==> src/rtl/motion_detect_core_p_pkg.sv <==
// Shared types and helpers for the parametrised motion-detect datapath.
package motion_detect_pkg;

  typedef enum logic [1:0] {
    MD_MASK  = 2'd0,
    MD_DIFF  = 2'd1,
    MD_GATED = 2'd2,
    MD_RSVD  = 2'd3
  } md_mode_e;

  localparam int MD_DEFAULT_THR = 0;

  function automatic int md_frame_pixels(input int width, input int height);
    return width * height;
  endfunction

endpackage

==> src/rtl/motion_detect_core_p_if.sv <==
// FIFO-side bundle of the motion-detect core: two FWFT input FIFOs and one output FIFO.
// Pixels are packed {R, G, B} with R in the most significant channel.
interface motion_detect_core_p_if #(
  parameter int CW = 8
);

  logic            cur_rd_en;
  logic            cur_empty;
  logic [3*CW-1:0] cur_dout;
  logic            base_rd_en;
  logic            base_empty;
  logic [3*CW-1:0] base_dout;
  logic            out_wr_en;
  logic            out_full;
  logic [CW-1:0]   out_din;

  modport master (
    output cur_rd_en,
    input  cur_empty,
    input  cur_dout,
    output base_rd_en,
    input  base_empty,
    input  base_dout,
    output out_wr_en,
    input  out_full,
    output out_din
  );

  modport slave (
    input  cur_rd_en,
    output cur_empty,
    output cur_dout,
    input  base_rd_en,
    output base_empty,
    output base_dout,
    input  out_wr_en,
    output out_full,
    input  out_din
  );

endinterface

==> src/rtl/motion_detect_core_p_rgb2gray.sv <==
// Registered RGB-to-gray stage: gray = (R+G+B)/3, truncating, loaded only when en is high.
module md_rgb2gray #(
  parameter int CW = 8
) (
  input  logic            clock,
  input  logic            reset,
  input  logic            en,
  input  logic [3*CW-1:0] rgb,
  output logic [CW-1:0]   gray_q
);

  logic [CW-1:0] chan [3];
  logic [CW+1:0] sum;
  logic [CW-1:0] gray_d;

  for (genvar gi = 0; gi < 3; gi++) begin : g_chan
    assign chan[gi] = rgb[gi*CW +: CW];
  end

  always_comb begin
    sum    = (CW+2)'(chan[0]) + (CW+2)'(chan[1]) + (CW+2)'(chan[2]);
    gray_d = gray_q;
    if (en) begin
      gray_d = CW'(sum / (CW+2)'(3));
    end
  end

  always_ff @(posedge clock) begin
    if (reset) begin
      gray_q <= '0;
    end else begin
      gray_q <= gray_d;
    end
  end

endmodule

==> src/rtl/motion_detect_core_p.sv <==
// Motion-detect core: pops paired pixels, thresholds |gray_cur - gray_base|, pushes one pixel per pair.
// Define MD_MOTION_COUNT_EN to add the per-frame motion_count output.
module motion_detect_core_p
  import motion_detect_pkg::*;
#(
  parameter int IMG_WIDTH  = 720,
  parameter int IMG_HEIGHT = 540,
  parameter int CW         = 8
) (
  input  logic                   clock,
  input  logic                   reset,
  motion_detect_core_p_if.master fifo,
  input  logic [CW-1:0]          threshold,
  input  logic [1:0]             mode,
  output logic                   frame_done
`ifdef MD_MOTION_COUNT_EN
  ,
  output logic [$clog2(IMG_WIDTH*IMG_HEIGHT+1)-1:0] motion_count
`endif
);

  localparam int NPIX  = md_frame_pixels(IMG_WIDTH, IMG_HEIGHT);
  localparam int CNT_W = $clog2(NPIX + 1);
  localparam logic [CNT_W-1:0] LAST_PIX = CNT_W'(NPIX - 1);

  logic en, pop, wr, last_wr, first_pop;

  logic v1_q, v1_d, v2_q, v2_d, v3_q, v3_d;
  logic [CNT_W-1:0] pcnt_q, pcnt_d, wcnt_q, wcnt_d;

  logic [CW-1:0] thr_l_q, thr_l_d;
  md_mode_e      mode_l_q, mode_l_d;
  logic [CW-1:0] cfg_thr;
  md_mode_e      cfg_mode;

  logic [CW-1:0] gray_c1, gray_b1;
  logic [CW-1:0] thr1_q, thr1_d;
  md_mode_e      mode1_q, mode1_d;

  logic [CW-1:0] diff2_q, diff2_d, gc2_q, gc2_d;
  logic          hit2_q, hit2_d;
  md_mode_e      mode2_q, mode2_d;

  logic [CW-1:0] out3_q, out3_d;

  // Holding on a full output FIFO only matters when S3 actually holds a pixel.
  assign en        = !(v3_q && fifo.out_full);
  assign pop       = !reset && en && !fifo.cur_empty && !fifo.base_empty;
  assign wr        = !reset && v3_q && !fifo.out_full;
  assign last_wr   = wr && (wcnt_q == LAST_PIX);
  assign first_pop = pop && (pcnt_q == '0);

  assign fifo.cur_rd_en  = pop;
  assign fifo.base_rd_en = pop;
  assign fifo.out_wr_en  = wr;
  assign fifo.out_din    = out3_q;
  assign frame_done      = last_wr;

  md_rgb2gray #(.CW(CW)) u_gray_cur (
    .clock  (clock),
    .reset  (reset),
    .en     (pop),
    .rgb    (fifo.cur_dout),
    .gray_q (gray_c1)
  );

  md_rgb2gray #(.CW(CW)) u_gray_base (
    .clock  (clock),
    .reset  (reset),
    .en     (pop),
    .rgb    (fifo.base_dout),
    .gray_q (gray_b1)
  );

  // The pop counter marks frame starts on the input side, so a new frame can latch
  // its config while the previous frame's tail is still draining.
  always_comb begin
    pcnt_d   = pcnt_q;
    wcnt_d   = wcnt_q;
    thr_l_d  = thr_l_q;
    mode_l_d = mode_l_q;
    cfg_thr  = thr_l_q;
    cfg_mode = mode_l_q;
    v1_d     = v1_q;
    v2_d     = v2_q;
    v3_d     = v3_q;
    thr1_d   = thr1_q;
    mode1_d  = mode1_q;
    diff2_d  = diff2_q;
    hit2_d   = hit2_q;
    gc2_d    = gc2_q;
    mode2_d  = mode2_q;
    out3_d   = out3_q;

    if (first_pop) begin
      thr_l_d  = threshold;
      mode_l_d = md_mode_e'(mode);
      cfg_thr  = threshold;
      cfg_mode = md_mode_e'(mode);
    end

    if (pop) begin
      pcnt_d = (pcnt_q == LAST_PIX) ? '0 : pcnt_q + CNT_W'(1);
    end
    if (wr) begin
      wcnt_d = (wcnt_q == LAST_PIX) ? '0 : wcnt_q + CNT_W'(1);
    end

    if (en) begin
      v1_d = pop;
      v2_d = v1_q;
      v3_d = v2_q;
      if (pop) begin
        thr1_d  = cfg_thr;
        mode1_d = cfg_mode;
      end
      if (v1_q) begin
        diff2_d = (gray_c1 >= gray_b1) ? gray_c1 - gray_b1 : gray_b1 - gray_c1;
        hit2_d  = ((gray_c1 >= gray_b1) ? gray_c1 - gray_b1 : gray_b1 - gray_c1) > thr1_q;
        gc2_d   = gray_c1;
        mode2_d = mode1_q;
      end
      if (v2_q) begin
        case (mode2_q)
          MD_DIFF:  out3_d = diff2_q;
          MD_GATED: out3_d = hit2_q ? gc2_q : '0;
          default:  out3_d = {CW{hit2_q}};
        endcase
      end
    end
  end

  always_ff @(posedge clock) begin
    if (reset) begin
      pcnt_q   <= '0;
      wcnt_q   <= '0;
      thr_l_q  <= CW'(MD_DEFAULT_THR);
      mode_l_q <= MD_MASK;
      v1_q     <= 1'b0;
      v2_q     <= 1'b0;
      v3_q     <= 1'b0;
      thr1_q   <= '0;
      mode1_q  <= MD_MASK;
      diff2_q  <= '0;
      hit2_q   <= 1'b0;
      gc2_q    <= '0;
      mode2_q  <= MD_MASK;
      out3_q   <= '0;
    end else begin
      pcnt_q   <= pcnt_d;
      wcnt_q   <= wcnt_d;
      thr_l_q  <= thr_l_d;
      mode_l_q <= mode_l_d;
      v1_q     <= v1_d;
      v2_q     <= v2_d;
      v3_q     <= v3_d;
      thr1_q   <= thr1_d;
      mode1_q  <= mode1_d;
      diff2_q  <= diff2_d;
      hit2_q   <= hit2_d;
      gc2_q    <= gc2_d;
      mode2_q  <= mode2_d;
      out3_q   <= out3_d;
    end
  end

`ifdef MD_MOTION_COUNT_EN
  logic             hit3_q, hit3_d;
  logic [CNT_W-1:0] macc_q, macc_d, mcount_q, mcount_d;

  // The frame's last pixel is folded into the published total, not into the next frame.
  always_comb begin
    hit3_d   = hit3_q;
    macc_d   = macc_q;
    mcount_d = mcount_q;
    if (en && v2_q) begin
      hit3_d = hit2_q;
    end
    if (wr) begin
      if (last_wr) begin
        mcount_d = macc_q + CNT_W'(hit3_q);
        macc_d   = '0;
      end else begin
        macc_d   = macc_q + CNT_W'(hit3_q);
      end
    end
  end

  always_ff @(posedge clock) begin
    if (reset) begin
      hit3_q   <= 1'b0;
      macc_q   <= '0;
      mcount_q <= '0;
    end else begin
      hit3_q   <= hit3_d;
      macc_q   <= macc_d;
      mcount_q <= mcount_d;
    end
  end

  assign motion_count = mcount_q;
`endif

endmodule

==> src/flat_wrapper.sv <==
// flat-port wrapper written by rule: the top's interface ports become plain ports
module motion_detect_core_p_flat import motion_detect_pkg::*;
#(
  parameter int IMG_WIDTH  = 720,
  parameter int IMG_HEIGHT = 540,
  parameter int CW         = 8
)
  (clock, reset, threshold, mode, frame_done, fifo_cur_rd_en, fifo_cur_empty, fifo_cur_dout, fifo_base_rd_en, fifo_base_empty, fifo_base_dout, fifo_out_wr_en, fifo_out_full, fifo_out_din);
  motion_detect_core_p_if #(.CW(CW)) fifo_i ();
  input  logic clock;
  input  logic reset;
  input  logic [CW-1:0] threshold;
  input  logic [1:0] mode;
  output logic frame_done;
  output wire logic [$bits(fifo_i.cur_rd_en)-1:0] fifo_cur_rd_en;
  input wire logic [$bits(fifo_i.cur_empty)-1:0] fifo_cur_empty;
  input wire logic [$bits(fifo_i.cur_dout)-1:0] fifo_cur_dout;
  output wire logic [$bits(fifo_i.base_rd_en)-1:0] fifo_base_rd_en;
  input wire logic [$bits(fifo_i.base_empty)-1:0] fifo_base_empty;
  input wire logic [$bits(fifo_i.base_dout)-1:0] fifo_base_dout;
  output wire logic [$bits(fifo_i.out_wr_en)-1:0] fifo_out_wr_en;
  input wire logic [$bits(fifo_i.out_full)-1:0] fifo_out_full;
  output wire logic [$bits(fifo_i.out_din)-1:0] fifo_out_din;
  assign fifo_cur_rd_en = fifo_i.cur_rd_en;
  assign fifo_i.cur_empty = fifo_cur_empty;
  assign fifo_i.cur_dout = fifo_cur_dout;
  assign fifo_base_rd_en = fifo_i.base_rd_en;
  assign fifo_i.base_empty = fifo_base_empty;
  assign fifo_i.base_dout = fifo_base_dout;
  assign fifo_out_wr_en = fifo_i.out_wr_en;
  assign fifo_i.out_full = fifo_out_full;
  assign fifo_out_din = fifo_i.out_din;
  motion_detect_core_p #(.IMG_WIDTH(IMG_WIDTH), .IMG_HEIGHT(IMG_HEIGHT), .CW(CW)) u_core (.clock(clock), .reset(reset), .fifo(fifo_i), .threshold(threshold), .mode(mode), .frame_done(frame_done));
endmodule
==> config.mk <==
export PLATFORM = sky130hd
export DESIGN_NAME = motion_detect_core_p_flat
export DESIGN_NICKNAME = d
export VERILOG_FILES = /design/src/rtl/motion_detect_core_p_pkg.sv /design/src/rtl/motion_detect_core_p_if.sv /design/src/rtl/motion_detect_core_p_rgb2gray.sv /design/src/rtl/motion_detect_core_p.sv /design/src/flat_wrapper.sv
export SDC_FILE = /design/constraint.sdc
export NUM_CORES = 1
export LEC_CHECK = 0
export BUFFER_PORTS_ARGS = -buffer_cell sky130_fd_sc_hd__buf_4
export CORE_MARGIN = 2
export CORE_UTILIZATION = 60
export DETAILED_ROUTE_END_ITERATION = 6
export PLACE_DENSITY_LB_ADDON = 0.25
export SETUP_SLACK_MARGIN = 0.4
export SYNTH_ARGS = -nofsm -noshare
export SYNTH_HDL_FRONTEND = slang
export SYNTH_SLANG_ARGS = --single-unit
==> constraint.sdc <==
create_clock -name clock -period 13.9 [get_ports clock]
set_clock_uncertainty 0.05 [all_clocks]
set_input_delay 0.695 -clock clock [delete_from_list [all_inputs] [get_ports clock]]
set_output_delay 0.695 -clock clock [all_outputs]
set_load 0.05 [all_outputs]
# == After elaboration in Yosys (flattened, before gate mapping) ==
# Index checks and enable logic that the tools add are counted.
# word_totals
romBits,0
n_memories,0
mem_bits_rw,0
regBits,104
output_inout_bits,12
in_bits,63
latchBits,0
elab_cells,57
# op_classes
add_sub_neg,8
div_mod_pow,2
order_cmp,2
shift,0
bitwise,1
n_reduce_logical,17
n_eq_ne,4
mux,7
multipliers,0
# op_table
operator,n
$add 19x1->19 const B,2
$eq 19x19->1 const B,2
$mux 19,2
$mux 8,3
$add 10x8->10,2
$div 10x2->10 const B,2
$logic_not 19->1,1
$add 8x8->9,2
$pmux 8 s2,1
$sub 8x8->8,2
$ge 8x8->1,1
$gt 8x8->1,1
$logic_and 1x1->1,8
$reduce_and 2->1,3
$logic_not 1->1,5
$eq 2x1->1 const B,1
$eq 2x2->1 const B,1
$mux 2,1
$not 1->1,1

# == Depth between registers and ports, before layout ==
# logic_depth
depth_word,7
mapped_depth,29
depth_no_buf,26

# == Hierarchy ==
# From an unflattened synthesis, not the netlist that was laid out.
# hier_totals
hier_cells,1014
hier_area_um2,8315.5
# modules_own_cells
mod,n_inst,area_each_um2,cells_per_inst,seq_area_each_um2
motion_detect_core_p,1,4586.9,526,1761.7
md_rgb2gray,2,1864.3,244,160.2

# == Worst setup path before layout ==
# No wires, ideal clock.
# synth_path
path_kind,in2reg
startpoint,in fifo_base_dout[0]
endpoint,reg u_core.u_gray_base.gray_q[0]
arrival_ps,5480
cell_stages,27
path_buffers,1
setup_slack_ps,8245
cell_sequence,ha_1 -> inv_1 -> fa_1 -> nor2b_1 -> o31a_1 -> nor2_1 -> nor2_1 -> nor2_1 -> xnor2_1 -> ha_1 -> a21o_1 -> a2111oi_2 -> a21o_1 -> xnor2_1 -> clkbuf_1 -> nand3_1 -> o31a_1 -> a31oi_2 -> nor2_1 -> mux2_2 -> a21oi_1 -> ha_1 -> nor2_1 -> o21a_1 -> a22oi_1 -> a21oi_1 -> o41a_1
# synth_via
elab_chain_cells,3
# synth_rtl
element,line,source
from (decl),flat_wrapper.sv:20,input wire logic [$bits(fifo_i.base_dout)-1:0] fifo_base_dout;
$add 8x8->9,motion_detect_core_p_rgb2gray.sv:21,sum = (CW+2)'(chan[0]) + (CW+2)'(chan[1]) + (CW+2)'(chan[2]);
$add 10x8->10,motion_detect_core_p_rgb2gray.sv:21,
$div 10x2->10,motion_detect_core_p_rgb2gray.sv:24,gray_d = CW'(sum / (CW+2)'(3));
to (signal assigned),motion_detect_core_p_rgb2gray.sv:32,gray_q <= gray_d;
to (decl),motion_detect_core_p_rgb2gray.sv:9,output logic [CW-1:0] gray_q
# Every way passes these cells.
# A chain may end at the register's enable or synchronous reset.

# == Worst setup path after layout ==
# Ends and elaborated chain as after synthesis.

==> results.md <==
* Synth cell count leaders: 128 x nor2_1, 104 x dfxtp_1, 86 x a21oi_1
* Drc violations at 0
* CTS Root Cell: clkbuf_16
* Clock Path Buffers at 2
* Post_cts resized at 0
* DP Worst Slack at 7650 ps
* Fmax at 169 MHz
* Hold buffers post-CTS at 0
* Setup TNS at 0 ps
* Synth Net Count at 1,192
* Critical path peak fanout at 11
* Avg WL per Cell at 14.2 um
* Clock share of power at 18.9%
* Seq cells post-synth at 104
* Vias in the first global route at 6,774
* WP data arrival at 6120 ps
* Min Hold Slack at 407 ps
* Layout cell share with drive strength beyond 1 at 11.1%
* Die height at 121 um
* GRT Total Usage at 24.6%
* Hold Path Class: reg2reg
* Slew @ Worst Pin at 1000 ps
* IO Pins at 75
* # H-tree levels at 3
* Clk pin slew, worst setup/hold paths at 70 ps
* Final global-route overflow total at 0
* RePlAce Congestion at 0.908
* Normalized max-slew margin at 32.7%
* Die area at 14,700 sq um
* Share of flip-flops with an asynchronous set or reset at 0%
* Area growth, synth to finish at 10.7%
* PD cells at 154 nW/um^2
* Placed cells at 1,256
* Final setup violation count at 0
* RSZ-0062 raised after global routing: false
* Via density at 5.97
* Peak supply drop at 0.124 mV
* Remaining antenna violation count after routing at 0
* Port bufs at 74
* Initial DRT Pass Iterations at 5
* Antenna Cells at 0
* Logic pwr share at 58.6%
* Status: completed
* Nets at 1,224
* DPL Wire Length at 13,600 um
* Post-CTS setup buffers at 0
* Top cells by area, synth: dfxtp_1 25%, ha_1 9.7%, nor2_1 5.8%
* Critical Path Source Type: input port
* Starting DRT DRC Count at 691
* Fin. Hold Viols at 0
* CP Capture Type: flop
* Post-Syn Area at 8270 sq um
* Sink Count at 104
* Clock latency on the worst-skew pair at 350 ps
* CTS buffer count at 9
* Power share of the sequential group at 22.4%
* Crit share post-route at 42.6%
* Crit path kind: in2reg
* Antenna violations before repair at 0
* Cell variety after synth at 88
* Prevailing post-synth register cell: dfxtp_1
* Max Cap Viol at 0
* Final WL at 18,000 um
* Max-slew violations at 0
* Largest net degree at the start of global routing at 72
* NetSw at 0.608 mW
* Post-Layout Cell Count at 1,272
* # rows at 42
* Most common cell in the netlist: nor2_1
* EDFF count, synth at 0
* Die X at 121 um
* Yosys Warn Count at 0
* Switching Fraction at 43.2%
* Worst EP required at 14,090 ps
* Setup ws final at 7970 ps
* Post-synthesis cell type with the largest combined area: dfxtp_1
* Post-Syn Area per Cell at 7.81 sq um
* Mapped Cells at 1,059
* CTS tree: yes
* Total core area at 13,300 sq um
* Leakage at 3.61 nW
* Minimum clock period after layout at 5930 ps
* Initial cell density of the core at 61.9%
* Power, Total at 1.41 mW
* Internal Power at 0.801 mW
* Routed vias at 7,597
* Post-synth top area share at 25.2%
* Global-route wire length before repair at 30,500 um
* Register area share after synthesis at 25.2%
[stage by stage]
step,cell area [sq um],utilization (%)
global placement,8830,66.1
global route,9150,68.5
finish,9150,68.5
detailed placement,8830,66.1
floorplan,8270,-
CTS,9150,68.5
[cells by family after synthesis]
group | count (synthesis) | share of synthesized area (%)
muxes | 27 | 3.41
DFF | 104 | 25.2
and+or+nand+nor | 370 | 21.5
adders and majority gates | 70 | 11.1
xor gates and xnor gates | 72 | 7.72
AOI/OAI and AO/OA | 297 | 25.3
buffers and inverters | 119 | 5.83
[cells in the final DEF, fill, tap and decap left out, types with 14 or more instances in the layout]
cell type and count:
inv_1 62, ha_1 64, mux2i_1 21, nand3_1 34
nor2_1 128, a211oi_1 39, nand4_1 14, dfxtp_1 104
buf_4 77, xnor2_1 42, nand2_1 85, o21ai_0 23
a21o_1 24, nor3_1 21, a21oi_1 86, xor2_1 29
[worst paths after layout]
check                              startpoint                           end  slack, ps  cells after the start
setup / recovery            fifo_base_dout[0]  u_core.u_gray_base.gray_q[0]       7970                     26
hold / removal                u_core.gc2_q[1]               u_core.gc2_q[1]        410                      2
setup reg to reg  u_core.u_gray_cur.gray_q[0]                 u_core.hit2_q       9330                     18
hold reg to reg               u_core.gc2_q[1]               u_core.gc2_q[1]        410                      2
[registers in the layout (all words and copies together), names as in the netlist, 2 cells and up]
| signal | flops |
|---|---|
| u_core.mode_l_q | 2 |
| u_core.mode1_q | 2 |
| u_core.fifo.out_din | 8 |
| u_core.pcnt_q | 19 |
| u_core.thr_l_q | 8 |
| u_core.u_gray_cur.gray_q | 8 |
| u_core.gc2_q | 8 |
| u_core.u_gray_base.gray_q | 8 |
| u_core.diff2_q | 8 |
| u_core.mode2_q | 2 |
| u_core.wcnt_q | 19 |
| u_core.thr1_q | 8 |
[final cells by class]
class / count / area (sq um)
clock buffer: 11 / 253
clock inverter: 5 / 67.6
fill: 1127 / 4200
inverter: 63 / 236
multi-input combinational: 836 / 5710
sequential: 104 / 2080
tap: 176 / 220
timing repair buffer: 77 / 578
[critical path: stages]
cell	delay (ps)
buf_4	80
ha_1	160
inv_1	60
fa_1	400
nor2b_1	170
o31a_1	230
nor2_1	60
nor2_1	80
nor2_1	50
xnor2_1	140
ha_1	470
o211ai_1	170
a21o_1	270
xnor2_1	690
mux2i_1	320
a21oi_1	60
a221oi_1	370
and3_1	230
a211oi_1	90
a21oi_1	160
ha_1	240
nor2_1	70
o21a_1	110
a22oi_1	260
a21oi_1	120
o41a_1	370
[metal layers]
metal  GRT usage (%)  wire length [um]  up-vias
li1                -                 -     3887
met1            33.1              8410     3503
met2            41.0              8570      182
met3            3.34               754       25
met4            7.76               318        0
met5               0                 0        -
[power groups by stage]
| stage | combinational [mW] | sequential, mW | clock [mW] |
|---|---|---|---|
| after floorplan | 0.675 | 0.321 | 0 |
| after global placement | 0.809 | 0.323 | 0 |
| after detailed placement | 0.815 | 0.323 | 0 |
| after CTS | 0.819 | 0.316 | 0.272 |
| after global routing | 0.920 | 0.317 | 0.284 |
| final | 0.826 | 0.316 | 0.267 |
(Power assumes the default switching activity.)
